[config.mk]
export PLATFORM = sky130hd
export DESIGN_NAME = lane_renderer
export DESIGN_NICKNAME = d
export VERILOG_FILES = /design/src/rtl/lane_pkg.sv /design/src/rtl/lane_scan_counter.sv /design/src/rtl/lane_renderer.sv
export SDC_FILE = /design/constraint.sdc
export NUM_CORES = 1
export LEC_CHECK = 0
export CELL_PAD_IN_SITES_DETAIL_PLACEMENT = 1
export CELL_PAD_IN_SITES_GLOBAL_PLACEMENT = 1
export CORE_UTILIZATION = 42
export CTS_CLUSTER_SIZE = 40
export DETAILED_ROUTE_END_ITERATION = 16
export PLACE_DENSITY_LB_ADDON = 0.1
export SETUP_SLACK_MARGIN = 0.4
export SLEW_MARGIN = 5
export SYNTH_ARGS = -nofsm -noshare
export SYNTH_HDL_FRONTEND = slang
export SYNTH_SLANG_ARGS = --single-unit
export TNS_END_PERCENT = 1
[constraint.sdc]
create_clock -name clock -period 8.55 [get_ports clock]
set_clock_uncertainty 0.1 [all_clocks]
set_input_delay 1.71 -clock clock [delete_from_list [all_inputs] [get_ports clock]]
set_output_delay 1.71 -clock clock [all_outputs]
set_load 0.02 [all_outputs]
[src/rtl/lane_pkg.sv]
// -----------------------------------------------------------------------------
// lane_pkg
// Constants and types shared by the lane renderer and its scan counter:
// lane geometry, the lane colour palette and the renderer state encoding.
// -----------------------------------------------------------------------------
package lane_pkg;

   localparam int LANE_COUNT = 3;
   localparam int LANE_ROWS  = 120;
   localparam int DATA_W     = LANE_COUNT * LANE_ROWS;

   localparam logic [2:0] COL_DO  = 3'b100;
   localparam logic [2:0] COL_RE  = 3'b010;
   localparam logic [2:0] COL_MI  = 3'b001;
   localparam logic [2:0] COL_BG  = 3'b000;
   localparam logic [2:0] COL_HIT = 3'b111;

   typedef enum logic [1:0] {
      ST_IDLE = 2'd0,
      ST_LOAD = 2'd1,
      ST_DRAW = 2'd2,
      ST_DONE = 2'd3
   } state_e;

   // Colour of an active note in the given lane.
   function automatic logic [2:0] lane_colour(input logic [1:0] lane);
      case (lane)
         2'd0:    return COL_DO;
         2'd1:    return COL_RE;
         default: return COL_MI;
      endcase
   endfunction

endpackage

[src/rtl/lane_scan_counter.sv]
// -----------------------------------------------------------------------------
// lane_scan_counter
// Nested col -> row -> lane pixel counter. Column counts fastest and wraps at
// LANE_W-1, carrying into row (wraps at 119), which carries into lane (0..2).
// Ports:
//   clk, rst_n   clock, asynchronous active-low reset
//   clear_i      synchronous clear to (col,row,lane) = (0,0,0); wins over en_i
//   en_i         advance one pixel
//   col_o/row_o/lane_o  current position
//   last_o       high while the position is the final pixel of the frame
// -----------------------------------------------------------------------------
module lane_scan_counter
   import lane_pkg::*;
#(
   parameter int LANE_W = 8
) (
   input  logic       clk,
   input  logic       rst_n,
   input  logic       clear_i,
   input  logic       en_i,
   output logic [7:0] col_o,
   output logic [6:0] row_o,
   output logic [1:0] lane_o,
   output logic       last_o
);

   localparam logic [7:0] COL_LAST  = 8'(LANE_W - 1);
   localparam logic [6:0] ROW_LAST  = 7'(LANE_ROWS - 1);
   localparam logic [1:0] LANE_LAST = 2'(LANE_COUNT - 1);

   logic [7:0] col_q, col_d;
   logic [6:0] row_q, row_d;
   logic [1:0] lane_q, lane_d;

   // NOTE: clocked state uses non-blocking assignments so every flop samples
   // the pre-edge values regardless of process evaluation order.
   always_ff @(posedge clk or negedge rst_n) begin
      if (!rst_n) begin
         col_q  <= '0;
         row_q  <= '0;
         lane_q <= '0;
      end else begin
         col_q  <= col_d;
         row_q  <= row_d;
         lane_q <= lane_d;
      end
   end

   // NOTE: every combinational output starts from a default (hold) so no path
   // leaves it unassigned and no latch is inferred.
   always_comb begin
      col_d  = col_q;
      row_d  = row_q;
      lane_d = lane_q;
      if (clear_i) begin
         col_d  = '0;
         row_d  = '0;
         lane_d = '0;
      end else if (en_i) begin
         if (col_q == COL_LAST) begin
            col_d = '0;
            if (row_q == ROW_LAST) begin
               row_d  = '0;
               lane_d = (lane_q == LANE_LAST) ? 2'd0 : lane_q + 2'd1;
            end else begin
               row_d = row_q + 7'd1;
            end
         end else begin
            col_d = col_q + 8'd1;
         end
      end
   end

   assign col_o  = col_q;
   assign row_o  = row_q;
   assign lane_o = lane_q;
   assign last_o = (col_q == COL_LAST) && (row_q == ROW_LAST) && (lane_q == LANE_LAST);

endmodule

[src/rtl/lane_renderer.sv]
// -----------------------------------------------------------------------------
// lane_renderer
// Draws the three note lanes (do/re/mi, 120 rows each) into a VGA adapter, one
// registered pixel write per cycle. The lane bits are captured at frame start
// so a shift of the input mid-frame cannot tear the picture.
// Ports:
//   clock, resetn   clock, asynchronous active-low reset
//   frame_tick      one-cycle request for a redraw; one extra request may be
//                   queued while a frame is in progress, further ones drop
//   data[359:0]     lane L row R at data[L*120+R], row 0 at the top
//   x, y, colour    pixel coordinate and colour, valid while plot is high
//   plot            pixel write strobe
//   busy            frame in progress
//   frame_done      one-cycle pulse after the last pixel
// Build option:
//   LANE_RENDERER_HIT_LINE_EN  draw empty cells of row HIT_ROW in white
// -----------------------------------------------------------------------------
module lane_renderer
   import lane_pkg::*;
#(
   parameter int LANE_W     = 8,
   parameter int LANE_X0    = 50,
   parameter int LANE_PITCH = 20,
   parameter int HIT_ROW    = 110
) (
   input  logic              clock,
   input  logic              resetn,
   input  logic              frame_tick,
   input  logic [DATA_W-1:0] data,
   output logic [7:0]        x,
   output logic [6:0]        y,
   output logic [2:0]        colour,
   output logic              plot,
   output logic              busy,
   output logic              frame_done
);

`ifdef LANE_RENDERER_HIT_LINE_EN
   localparam bit HIT_EN = 1'b1;
`else
   localparam bit HIT_EN = 1'b0;
`endif

   state_e            state_q, state_d;
   logic [DATA_W-1:0] snap_q, snap_d;
   logic              pending_q, pending_d;
   logic [7:0]        x_q, x_d;
   logic [6:0]        y_q, y_d;
   logic [2:0]        colour_q, colour_d;
   logic              plot_q, plot_d;
   logic              busy_q, busy_d;
   logic              done_q, done_d;

   logic [7:0]        scan_col;
   logic [6:0]        scan_row;
   logic [1:0]        scan_lane;
   logic              scan_last;
   logic [8:0]        bit_idx;
   logic              snap_bit;
   logic [2:0]        pix_colour;

   lane_scan_counter #(.LANE_W(LANE_W)) u_scan (
      .clk     (clock),
      .rst_n   (resetn),
      .clear_i (state_q == ST_LOAD),
      .en_i    (state_q == ST_DRAW),
      .col_o   (scan_col),
      .row_o   (scan_row),
      .lane_o  (scan_lane),
      .last_o  (scan_last)
   );

   assign bit_idx  = (9'(scan_lane) * 9'(LANE_ROWS)) + 9'(scan_row);
   assign snap_bit = snap_q[bit_idx];

   // Active notes always keep their lane colour; the hit line only fills gaps.
   assign pix_colour = snap_bit ? lane_colour(scan_lane) :
                       (HIT_EN && (scan_row == 7'(HIT_ROW))) ? COL_HIT : COL_BG;

   // State register
   always_ff @(posedge clock or negedge resetn) begin
      if (!resetn) state_q <= ST_IDLE;
      else         state_q <= state_d;
   end

   // Next state. A tick arriving in DONE is treated like a queued one.
   always_comb begin
      state_d = state_q;
      case (state_q)
         ST_IDLE: if (frame_tick) state_d = ST_LOAD;
         ST_LOAD: state_d = ST_DRAW;
         ST_DRAW: if (scan_last) state_d = ST_DONE;
         ST_DONE: state_d = (pending_q || frame_tick) ? ST_LOAD : ST_IDLE;
         default: state_d = ST_IDLE;
      endcase
   end

   // Output / datapath next values; pixel outputs hold between writes.
   always_comb begin
      snap_d    = snap_q;
      pending_d = pending_q;
      x_d       = x_q;
      y_d       = y_q;
      colour_d  = colour_q;
      plot_d    = 1'b0;
      done_d    = 1'b0;
      busy_d    = (state_d != ST_IDLE);
      case (state_q)
         ST_LOAD: snap_d = data;
         ST_DRAW: begin
            plot_d   = 1'b1;
            x_d      = 8'(LANE_X0) + (8'(scan_lane) * 8'(LANE_PITCH)) + scan_col;
            y_d      = scan_row;
            colour_d = pix_colour;
         end
         ST_DONE: done_d = 1'b1;
         default: ;
      endcase
      if (state_q == ST_DONE)                     pending_d = 1'b0;
      else if (frame_tick && state_q != ST_IDLE)  pending_d = 1'b1;
   end

   // NOTE: the 360-bit snapshot is a flop vector, not a RAM, so it is reset
   // together with the rest of the state at no real cost.
   always_ff @(posedge clock or negedge resetn) begin
      if (!resetn) begin
         snap_q    <= '0;
         pending_q <= 1'b0;
         x_q       <= '0;
         y_q       <= '0;
         colour_q  <= '0;
         plot_q    <= 1'b0;
         busy_q    <= 1'b0;
         done_q    <= 1'b0;
      end else begin
         snap_q    <= snap_d;
         pending_q <= pending_d;
         x_q       <= x_d;
         y_q       <= y_d;
         colour_q  <= colour_d;
         plot_q    <= plot_d;
         busy_q    <= busy_d;
         done_q    <= done_d;
      end
   end

   assign x          = x_q;
   assign y          = y_q;
   assign colour     = colour_q;
   assign plot       = plot_q;
   assign busy       = busy_q;
   assign frame_done = done_q;

endmodule

==> metrics.md <==
| Metric | Value |
|---|---|
| Status | complete, no violations |
| Top_reg_cell synth | dfrtp_1 |
| Place WS | about 4.4 ns |
| DIE HEIGHT | 213 µm |
| P&R area growth vs syn | 30.9% |
| Relative slew slack | a little under 20% |
| R2R setup slack | approximately 4.4 ns |
| Clock Tree Buf Depth | 3 |
| Time the worst path needs with I/O delays and setup | about 4.1 ns |
| Final worst setup slack | 4.44 ns |
| Leakage | roughly 12 nW |
| Post-synthesis register bit count | 401 |
| Footprint of the multi-input gates | 8200 µm² |
| Filler Cells Inserted | about 4.4k |
| Max Cap Viol | 0 |
| Worst Hold Endpoint | snap_q[175] |
| Setup TNS | 0 ns |
| Grt total ovfl | 0 |
| Synthesized instance count | 1,268 |
| Port bufs | 383 |
| Routability Congestion | roughly 0.8 |
| Layout cells sized above 1 | between 30% and 40% |
| H-tree levels | 2 |
| YS warnings | 0 |
| Final period util | between 40 and 50% |
| Worst setup EP type | register |
| DP HPWL | 38.7 mm |
| Seq/Total Area, Yosys | a little over half |
| Via/cell ratio | 5.34 |
| Clock buffer count from CTS | 46 |
| Post-cts resize count | 0 |
| Number of remaining DRC errors | 0 |
| Num Clock Sinks | around 400 |
| Min-Delay Path Class | reg2reg |
| Crit path kind | reg2reg |
| Async set-or-reset flop fraction in the synthesized netlist | 100% |
| TritonCTS clock tree | built |
| Hold path cells | 1 |
| Reg2Reg Depth | 10 |
| Global-route wire length before repair | between 80 and 90 mm |
| Vias in the first global route | ~14k |
| Synth cell types | slightly above 60 |
| Clock edge transition at the registers on the reported setup and hold paths | 0.06 ns |
| Worst skew pair latency | a little under 0.6 ns |
| Worst hold slack | between 0.3 and 0.4 ns |
| R2r endpoint | colour[2] |
| Arrival time worst endpoint | 4.47 ns |
| Critical path's top delay family | adder cells |
| Largest stage delay on the critical path | about 0.91 ns |
| Clock root cell | clkbuf_16 |
| Core area | approximately 44,000 µm² |
| Peak supply drop | about 130 µV |
| Startpoint Class | register |
| Worst Path Max Fanout | 10 |
| Worst Hold Launch | snap_q[175] |
| Syn Std Cell Area | about 19,000 µm² |
| Initial core utilization | a little over two fifths |
| Top-level I/O count | ~380 |
| FF+latch area | roughly 10,000 µm² |
| Pin count of the biggest net entering global routing | 175 |
| Power after layout | slightly above 4 mW |
| CP Buf/Inv Count | 1 |
| Power per standard cell area | between 150 and 200 nW/µm² |
| Post-synth EDFFs | 0 |
| Layout net count | 2,021 |
| Fmax | roughly 240 MHz |
| Vias | between 10k and 15k |
| Post-route ant nets | 0 |
| Wirelength per Cell | 24.1 µm |
| Die footprint | ~46,000 µm² |
| # Post-CTS Setup Buffers | 0 |
| All-Layer GR Usage | between 20% and 30% |
| Post-CTS Hold Fix Bufs | 0 |
| CP max stage cell | fa_1 |
| First drt pass iteration count | 4 |
| DRT iter0 DRCs | 660 |
| Critical Path RT | a little under 9 ns |
| RSZ-0062 raised after global routing | false |
| Reg2reg start | u_scan.lane_o[0] |
| Worst-path cell chain | inv_1 > ha_1 > fa_1 > nand2_1 > a211oi_1 > nand3_1 > and4bb_2 > a31oi_1 > nand4_1 > o32ai_1 |
| Die width | about 210 µm |
| Worst-Margin Slew | ~1.2 ns |
| Initial antenna violation count | 20 |
| Pins Over Slew Limit | 0 |
| # rows | 77 |
| Syn Nets | roughly 1.7k |
| Syn Area/Cell | around 15 µm² |
| Total wire length | around 55 mm |
| Final Hold Violating Endpoints | 0 |
| Final setup fails | 0 |
worst reg2reg max path: stages, from the launching register on:
cell      delay [ns]
dfrtp_1         0.47
inv_1           0.18
ha_1            0.37
fa_1            0.91
nand2_1         0.45
a211oi_1        0.37
nand3_1         0.16
and4bb_2        0.28
a31oi_1         0.17
nand4_1         0.19
o32ai_1         0.35
state kept, by name, indices dropped and copies added (netlist names):
signal and cells:
busy 1, colour 3, u_scan.col_o 8, state_q 2, u_scan.lane_o 2, pending_q 1, frame_done 1, plot 1
snap_q 360, u_scan.row_o 7, y 7, x 8
worst max path at each step:
stage / start / end / slack, ns / cells past startpoint
floorplan: u_scan.lane_o[0] / colour[0] / 5.48 / 11
global placement: u_scan.lane_o[0] / colour[1] / 4.63 / 10
detailed placement: u_scan.lane_o[0] / colour[2] / 4.43 / 10
CTS: u_scan.lane_o[0] / colour[2] / 4.41 / 10
global route: u_scan.lane_o[0] / colour[2] / 4.20 / 10
finish: u_scan.lane_o[0] / colour[2] / 4.44 / 10
logic make-up after synthesis:
| family | count (synthesis) | synth area share (%) |
|---|---|---|
| fa+ha+maj | 29 | 2.01 |
| simple gates | 123 | 3.16 |
| xor+xnor | 21 | 0.980 |
| flops | 401 | 53.4 |
| mux | 502 | 34.1 |
| buf+inv | 104 | 3.03 |
| compound gates | 88 | 3.27 |
layer usage:
metal  track usage [%]  share of wire [%]  vias up
li1                  -                  -     5433
met1              30.5                 40     6288
met2              40.3                 50      302
met3              5.98                5.9       87
met4              10.6                3.0       14
met5                 0               0.18        -
layout make-up:
class	count	share of cell area (%)
antenna	16	0.163
clock buffer	71	5.60
clock inverter	10	0.535
inverter	22	0.336
multi-input combinational	763	33.4
sequential	401	40.9
tap	592	3.01
timing repair buffer	395	16.1
synthesized netlist by cell type, types with 9 or more instances:
cell type  count  area, µm²
nand4_1        9       56.3
mux4_1         9        236
nand3_1       13       65.1
buf_6         13        146
a21oi_1       16       80.1
dfrtp_1      401      10000
a22oi_1       16        120
mux4_2        61       1370
mux2i_1       56        561
inv_1         22       82.6
clkbuf_1      48        180
ha_1          27        338
nor2_1        25       93.8
nand2_1       44        165
o21ai_0       14       70.1
xnor2_1       14        123
mux2_2       376       4230
placed cells by master, fill, tap and decap left out, types with 21 or more instances in the layout:
cell,n
ha_1,26
nor2_1,25
mux2i_1,56
nand2_1,44
clkbuf_16,47
clkdlybuf4s50_1,382
mux2_2,376
inv_1,21
dfrtp_1,398
mux4_2,61
report_power, final:
group	leakage, nW	internal, mW	switching, mW
registers	5.54	1.90	0.0000000000000000122
clock network	0.732	1.17	0.798
logic	5.36	0.146	0.0664
per-stage QoR:
step	util [%]	instances	instance area [µm²]
after floorplan	-	1268	18800
after global placement	52.2	2173	23000
after detailed placement	52.2	2173	23000
after CTS	55.6	2254	24500
after global routing	55.7	2267	24600
final	55.7	2270	24600
No activity file was read; power rests on OpenSTA's default activity.
